==> config.mk <==
export PLATFORM = sky130hd
export DESIGN_NAME = mux_scan_ctrl
export DESIGN_NICKNAME = d
export VERILOG_FILES = /design/src/rtl/mux_scan_pkg.sv /design/src/rtl/dwell_counter.sv /design/src/rtl/mux_scan_ctrl.sv
export SDC_FILE = /design/constraint.sdc
export NUM_CORES = 1
export LEC_CHECK = 0
export CORE_MARGIN = 1
export CORE_UTILIZATION = 56
export DETAILED_ROUTE_END_ITERATION = 8
export HOLD_SLACK_MARGIN = 0.02
export PLACE_DENSITY = 0.81
export SLEW_MARGIN = 20
export SYNTH_ARGS = -nofsm -noshare
export SYNTH_HDL_FRONTEND = slang
export SYNTH_SLANG_ARGS = --single-unit
export TNS_END_PERCENT = 1
==> constraint.sdc <==
create_clock -name clk -period 2.8 [get_ports clk]
set_input_delay 0.28 -clock clk [delete_from_list [all_inputs] [get_ports clk]]
set_output_delay 0.28 -clock clk [all_outputs]
set_load 0.01 [all_outputs]
==> src/rtl/mux_scan_pkg.sv <==
`default_nettype none
// ============================================================================
// Module      : mux_scan_pkg
// Description : Shared constants for the 4:1 mux scan sequencer: state
//               encoding, channel count, select width and a channel helper.
// Revision    : 1.0 - initial release
// ============================================================================
package mux_scan_pkg;

    localparam int NUM_CH = 4;
    localparam int SEL_W  = 2;

    // Scan sequencer states
    localparam logic [1:0] IDLE   = 2'd0;
    localparam logic [1:0] SETTLE = 2'd1;
    localparam logic [1:0] SAMPLE = 2'd2;
    localparam logic [1:0] DONE   = 2'd3;

    // True when the select points at the highest-numbered channel
    function automatic logic is_last_ch(input logic [SEL_W-1:0] sel);
        return (sel == SEL_W'(NUM_CH - 1));
    endfunction

endpackage
`default_nettype wire

==> src/rtl/dwell_counter.sv <==
`default_nettype none
// ============================================================================
// Module      : dwell_counter
// Description : Loadable down-counter timing the settle interval on each
//               mux channel. Stops at zero; zero flag is combinational.
// Revision    : 1.0 - initial release
// ============================================================================
module dwell_counter #(
    parameter int CW = 8
) (
    input  logic          clk,
    input  logic          rst,
    input  logic          load,
    input  logic [CW-1:0] load_val,
    input  logic          dec,
    output logic          zero
);

    logic [CW-1:0] r_cnt;

    // Load has priority over decrement; the count never wraps below zero
    always_ff @(posedge clk) begin
        if (rst) begin
            r_cnt <= '0;
        end else if (load) begin
            r_cnt <= load_val;
        end else if (dec && (r_cnt != '0)) begin
            r_cnt <= r_cnt - 1'b1;
        end
    end

    assign zero = (r_cnt == '0);

endmodule
`default_nettype wire

==> src/rtl/mux_scan_ctrl.sv <==
`default_nettype none
// ============================================================================
// Module      : mux_scan_ctrl
// Description : Steps the 4:1 mux select through channels 0..3, waits DWELL
//               settle cycles on each, samples the mux output once per
//               channel and presents a 4-bit snapshot with start/busy/done.
// Revision    : 1.0 - initial release
// ============================================================================
module mux_scan_ctrl
    import mux_scan_pkg::*;
#(
    parameter int DWELL = 4,
    parameter int CW    = 8
) (
    input  logic              clk,
    input  logic              rst,
    input  logic              start,
    input  logic              mux_out,
    output logic              sel1,
    output logic              sel0,
    output logic              busy,
    output logic              done,
    output logic [NUM_CH-1:0] result,
    output logic              result_valid
);

    // Counter reload value: DWELL-1 gives exactly DWELL cycles in SETTLE
    localparam logic [CW-1:0] c_dwell_m1 = CW'(DWELL - 1);

    logic [1:0]        r_state;
    logic [SEL_W-1:0]  r_sel;
    logic              r_busy;
    logic              r_done;
    logic [NUM_CH-1:0] r_result;
    logic              r_result_valid;

    logic w_load;
    logic w_dec;
    logic w_zero;

    // Reload on scan start and whenever another channel follows a sample
    assign w_load = ((r_state == IDLE) && start) ||
                    ((r_state == SAMPLE) && !is_last_ch(r_sel));
    assign w_dec  = (r_state == SETTLE) && !w_zero;

    dwell_counter #(
        .CW (CW)
    ) u_dwell (
        .clk      (clk),
        .rst      (rst),
        .load     (w_load),
        .load_val (c_dwell_m1),
        .dec      (w_dec),
        .zero     (w_zero)
    );

    // Scan sequencer with registered select, status and snapshot outputs
    always_ff @(posedge clk) begin
        if (rst) begin
            r_state        <= IDLE;
            r_sel          <= '0;
            r_busy         <= 1'b0;
            r_done         <= 1'b0;
            r_result       <= '0;
            r_result_valid <= 1'b0;
        end else begin
            r_done <= 1'b0;
            case (r_state)
                IDLE: begin
                    if (start) begin
                        r_state        <= SETTLE;
                        r_sel          <= '0;
                        r_busy         <= 1'b1;
                        r_result       <= '0;
                        r_result_valid <= 1'b0;
                    end
                end
                SETTLE: begin
                    if (w_zero) begin
                        r_state <= SAMPLE;
                    end
                end
                SAMPLE: begin
                    r_result[r_sel] <= mux_out;
                    if (is_last_ch(r_sel)) begin
                        r_state <= DONE;
                        r_sel   <= '0;
                        r_busy  <= 1'b0;
                        r_done  <= 1'b1;
                    end else begin
                        r_state <= SETTLE;
                        r_sel   <= r_sel + SEL_W'(1);
                    end
                end
                DONE: begin
                    r_result_valid <= 1'b1;
                    r_state        <= IDLE;
                end
                default: begin
                    r_state <= IDLE;
                end
            endcase
        end
    end

    assign sel1         = r_sel[1];
    assign sel0         = r_sel[0];
    assign busy         = r_busy;
    assign done         = r_done;
    assign result       = r_result;
    assign result_valid = r_result_valid;

endmodule
`default_nettype wire

=== After elaboration in Yosys (flattened, before gate mapping) ===
Index checks and enable logic that the tools add are counted.
W data, S select, Z words.

* Logic and storage cells: 60
* Register bits after elaboration: 19
* Input bits: 4
* Output and inout port bits: 9

* Equality and inequality tests: 7
* Magnitude comparators: 2
* Muxes and demuxes: 20
* Reduce and logical (&&, ||, !) cells: 20
* Bitwise operators: 1
* $add $sub $neg: 2

{| class="wikitable"
|+ Operators with widths
! kind !! count
|-
| $mux W2 || 7
|-
| $logic_not A8 Y1 || 1
|-
| $pmux W2 S4 || 1
|-
| $pmux W4 S2 || 1
|-
| $reduce_bool A8 Y1 || 1
|-
| $sub A8 B1 Y8 const B || 1
|-
| $eq A2 B2 Y1 const B || 3
|-
| $reduce_and A2 Y1 || 3
|-
| $reduce_bool A2 Y1 || 3
|-
| $logic_and A1 B1 Y1 || 5
|-
| $mux W1 || 5
|-
| $bwmux W4 || 1
|-
| $mux W4 || 1
|-
| $ne A2 B2 Y1 const B || 2
|-
| $pmux W1 S2 || 2
|-
| $pmux W2 S2 || 1
|-
| $reduce_or A2 Y1 || 2
|-
| $lt A2 B3 Y1 const B || 1
|-
| $reduce_and A3 Y1 || 1
|-
| $add A2 B1 Y2 const B || 1
|-
| $demux W1 S2 || 1
|-
| $eq A2 B1 Y1 const B || 1
|-
| $ge A2 B1 Y1 const B || 1
|-
| $logic_not A1 Y1 || 2
|-
| 4 further kinds || 4
|}

=== Depth between registers and ports, before layout ===
* Depth after elaboration: 6
* Mapped depth: 6
* Depth with buffers taken out: 6

=== Modules after synthesis ===
A second synthesis with hierarchy kept.

* Cells, all modules: 122
* Area total of the unflattened synthesis: 1082.3 um2

{| class="wikitable"
|+ Modules (own cells, without submodules)
! module !! cells an instance !! area each (um2) !! seq. area each (um2) !! times used
|-
| mux_scan_ctrl || 63 || 566.8 || 220.2 || 1
|-
| dwell_counter || 59 || 515.5 || 160.2 || 1
|}

=== Worst setup path after synthesis ===
Ideal clock, no wire load.

* Path kind: flip-flop to flip-flop
* Start point: register u_dwell.r_cnt[0]
* End point: register u_dwell.r_cnt[5]
* Clock period less this slack: 1.537 ns
* Setup slack: 1.263 ns
* Cell stages (with the launch flop): 7
* Data arrival time: 1.467 ns
* Path buffers: 0
* Data required time: 2.730 ns
* Library setup time: 0.070 ns
* Path through: dfxtp_1 inv_1 ha_1 nor3b_2 a21o_4 or3_1 a21oi_1

* Longest elaborated chain between the ends: 4
* Elaborated cells on any way between the ends: 6
* Classes of those cells: add/sub (1); reduce/logical (5)

{| class="wikitable"
|+ RTL lines
! what !! line !! text
|-
| start: declaration || dwell_counter.sv:19 || <nowiki>logic [CW-1:0] r_cnt;</nowiki>
|-
| start signal: assignment || dwell_counter.sv:26 || <nowiki>r_cnt <= load_val;</nowiki>
|-
| start signal: assignment || dwell_counter.sv:28 || <nowiki>r_cnt <= r_cnt - 1'b1;</nowiki>
|-
| parallel branches: the longest is 4 deep, another holds $sub A8 B1 Y8 || n/a ||
|}

Parallel ways; which one is timed is not known.
A chain may end at the register's enable or synchronous reset.

=== Worst setup path after layout ===
Same ends and word-level chain as after synthesis.

==> impl_metrics.py <==
metrics = {
    "place": {
        "io_buffers": 12,
        "dp_hpwl_um": 1309,
        "gp_congestion": 0.8322,
        "placed_cells": 127,
        "dpl_cell_area_mm2": 0.001065,
    },
    "yosys": {
        "syn_avg_cell_area_um2": 9.229,
        "yosysTopAreaCell": "dfxtp_1",
        "yosysSeqAreaShare": 0.4081,
        "synthCells": 101,
        "synth_area_um2": 932.1,
        "synth.area.top_cells": "dfxtp_1 (41%), ha_1 (8.1%), a21oi_1 (6.4%)",
        "synth.net_count": 111,
        "yosysWarnings": 0,
        "ys_ff_latch": 19,
        "synth.distinct_cells": 31,
        "synth_top_area_frac": 0.4081,
    },
    "timing": {
        "min_period_over_period": 0.6138,
        "rsz0062_at_grt": "false",
        "relSlewSlack": 0.5291,
        "setup_viol": 0,
        "post-route-min-period_ps": 1719,
        "fin_skew_ps": 5.879,
        "fmax_mhz": 581.8,
        "finalHoldViolCount": 0,
        "tightest_slew_ps": 704.8,
        "fin_setup_tns_ps": 0,
        "slew_viol_final": 0,
    },
    "detailed_routing": {
        "wirelength_um": 1862,
        "vias": 769,
        "ant_nets": 0,
        "post_drt_wl_per_cell_um": 14.21,
        "routed_via_density": 5.870,
        "drt-initial-drc-count": 13,
        "drtPass1Iterations": 4,
        "drc": 0,
    },
    "grt": {
        "gr-usage-met1": 0.2903,
        "top_usage_layer": "met2",
        "grt_pass1_vias": 685,
        "track_usage": 0.2236,
        "globalRoute.totalOverflow": 0,
        "grt_use_met3": 0.07660,
        "gr-usage-met2": 0.3364,
        "grt_antenna_before_repair": 0,
        "grt_pass1_wl_um": 2946,
        "grt_max_degree": 16,
    },
    "power_and_ir_drop": {
        "p_per_area_mw_per_mm2": 540.3,
        "sw_frac_of_total": 0.3044,
        "internal_power_mw": 0.4101,
        "p_comb_frac": 0.246,
        "cellLeakagePower_nw": 0.3960,
        "ir_worst_vdd_v": 0.0004115,
        "switchingPower_mw": 0.1794,
        "pwr-share-seq": 0.517,
        "clkPwrFrac": 0.236,
    },
    "layout": {
        "utilization": 0.7159,
        "area_delta_synth_final_pct": 17.05,
        "stdcell_area_mm2": 0.001091,
        "final_cells": 131,
        "layout_commonest_cell": "dfxtp_1",
        "drive_gt1_frac": 0.09565,
        "multiInputGateArea_um2": 521.8,
        "nNetsFinal": 126,
        "diodes": 0,
        "seq_area_um2": 380.4,
        "n_fill_cell": 127,
        "final_cell_mix": "dfxtp_1 (19), nor2_1 (14), a21oi_1 (12), clkdlybuf4s50_1 (12)",
    },
    "critical_path": {
        "r2r_start": "u_dwell.r_cnt[0]$_SDFFE_PP0P_",
        "startpoint_type": "flip-flop",
        "crit_end": "u_dwell.r_cnt[5]$_SDFFE_PP0P_",
        "reg2regPathDepth": 6,
        "cp.arrival_ps": 1960,
        "worstReg2RegEnd": "u_dwell.r_cnt[5]$_SDFFE_PP0P_",
        "rrSetupSlack_ps": 1080,
        "critPathKind": "reg2reg",
        "cp-startpoint": "u_dwell.r_cnt[0]$_SDFFE_PP0P_",
        "cp.required_ps": 3040,
        "worstSetupEndpointType": "flip-flop",
        "worstPathMaxFanout": 5,
    },
    "clock_tree": {
        "cts_tree": "built",
        "cts.sinks": 19,
        "cts_buffers": 3,
        "post_cts_buffers": 0,
        "cts_resized": 0,
        "worst_setup_hold_path_clk_slew_ps": 100,
        "insertion_delay_ps": 300,
        "cts_max_level": 1,
        "clk_path_buf_depth": 2,
        "holdBufCountCts": 0,
        "root_buffer": "clkbuf_4",
    },
    "outcome": {
        "outcome": "complete, no violations",
    },
    "floorplan": {
        "ios": 13,
        "die_h_um": 42.80,
        "rows": 14,
        "die_area_mm2": 0.001832,
        "die_x_um": 42.80,
        "core_area_mm2": 0.001524,
        "start_util": 0.6117,
    },
    "hold_path": {
        "holdCritPathClass": "reg2reg",
        "whs_path_depth": 2,
    },
    "job": {
        "max_cap_violations": 0,
    },
}
-- kinds of logic after synthesis --
family	synth area share
and+or+nand+nor	0.2161
buffers and inverters	0.03222
adders and majority gates	0.08053
xor gates and xnor gates	0.03758
muxes	0.03356
DFF	0.4080
AOI/OAI and AO/OA	0.1919
-- how the worst min path moves through the flow --
stage	to	startpoint
4_1_cts	u_dwell.r_cnt[7]$_SDFFE_PP0P_	u_dwell.r_cnt[7]$_SDFFE_PP0P_
5_1_grt	u_dwell.r_cnt[7]$_SDFFE_PP0P_	u_dwell.r_cnt[7]$_SDFFE_PP0P_
6_report	u_dwell.r_cnt[7]$_SDFFE_PP0P_	u_dwell.r_cnt[7]$_SDFFE_PP0P_
3_3_place_gp	result[1]$_SDFFE_PP0P_	result[1]$_SDFFE_PP0P_
2_1_floorplan	u_dwell.r_cnt[1]$_SDFFE_PP0P_	rst
3_5_place_dp	result[0]$_SDFFE_PP0P_	result[0]$_SDFFE_PP0P_
-- critical path, cell delays in order, from the launching register on --
cell and delay, ps:
dfxtp_1 410, inv_1 80, ha_1 210, nor3b_2 200, a21o_4 240, or3_1 350
a21oi_1 160
-- per-layer routing --
metal / routed length, um / up-vias
met2: 844 / 15
li1: - / 387
met4: 34 / 0
met3: 81 / 4
met1: 902 / 363
met5: 0 / -
-- cell usage after synthesis, drive strengths merged --
| master | n |
|---|---|
| nor3b | 2 |
| a22oi | 1 |
| mux2 | 1 |
| o21bai | 1 |
| nor2b | 1 |
| or2 | 2 |
| and2 | 1 |
| o21ai | 1 |
| or3 | 2 |
| clkbuf | 2 |
| nand2b | 3 |
| xnor2 | 4 |
| a32oi | 4 |
| dfxtp | 19 |
| mux2i | 2 |
| inv | 6 |
| a211oi | 4 |
| nor2 | 14 |
| nor3 | 2 |
| nand2 | 3 |
| nor4 | 2 |
| a21oi | 13 |
| a21o | 1 |
| ha | 6 |
| or4 | 2 |
| nand3b | 1 |
| o21ba | 1 |
-- power by group through the flow --
| stage | logic, mW | clock network, mW | registers, mW |
|---|---|---|---|
| floorplan | 0.108 | 0 | 0.308 |
| global route | 0.162 | 0.156 | 0.307 |
| global placement | 0.137 | 0 | 0.310 |
| CTS | 0.144 | 0.145 | 0.305 |
| finish | 0.145 | 0.139 | 0.305 |
| detailed placement | 0.143 | 0 | 0.311 |
-- through the flow --
step	worst slack [ps]	power [mW]	hold WS (ps)
after CTS	1091	0.5939	501.2
after detailed placement	1015	0.4538	480.7
after global routing	950.4	0.6250	529.9
final	1081	0.5895	495.4
after global placement	1014	0.4468	470.0
after floorplan	1263	0.4163	349.1
-- state kept, by name, indices dropped and copies added, names as in the netlist --
name / flops
r_state: 2
result_valid: 1
busy: 1
u_dwell.r_cnt: 8
done: 1
r_sel: 2
result: 4
-- area by class of cell --
type	instances	share of cell area
Inverter	6	0.02064
Clock buffer	4	0.02408
Tap cell	16	0.01835
Timing Repair Buffer	12	0.1101
Multi-Input combinational cell	74	0.4782
Sequential cell	19	0.3486
Power figures use the tool's default switching activity.
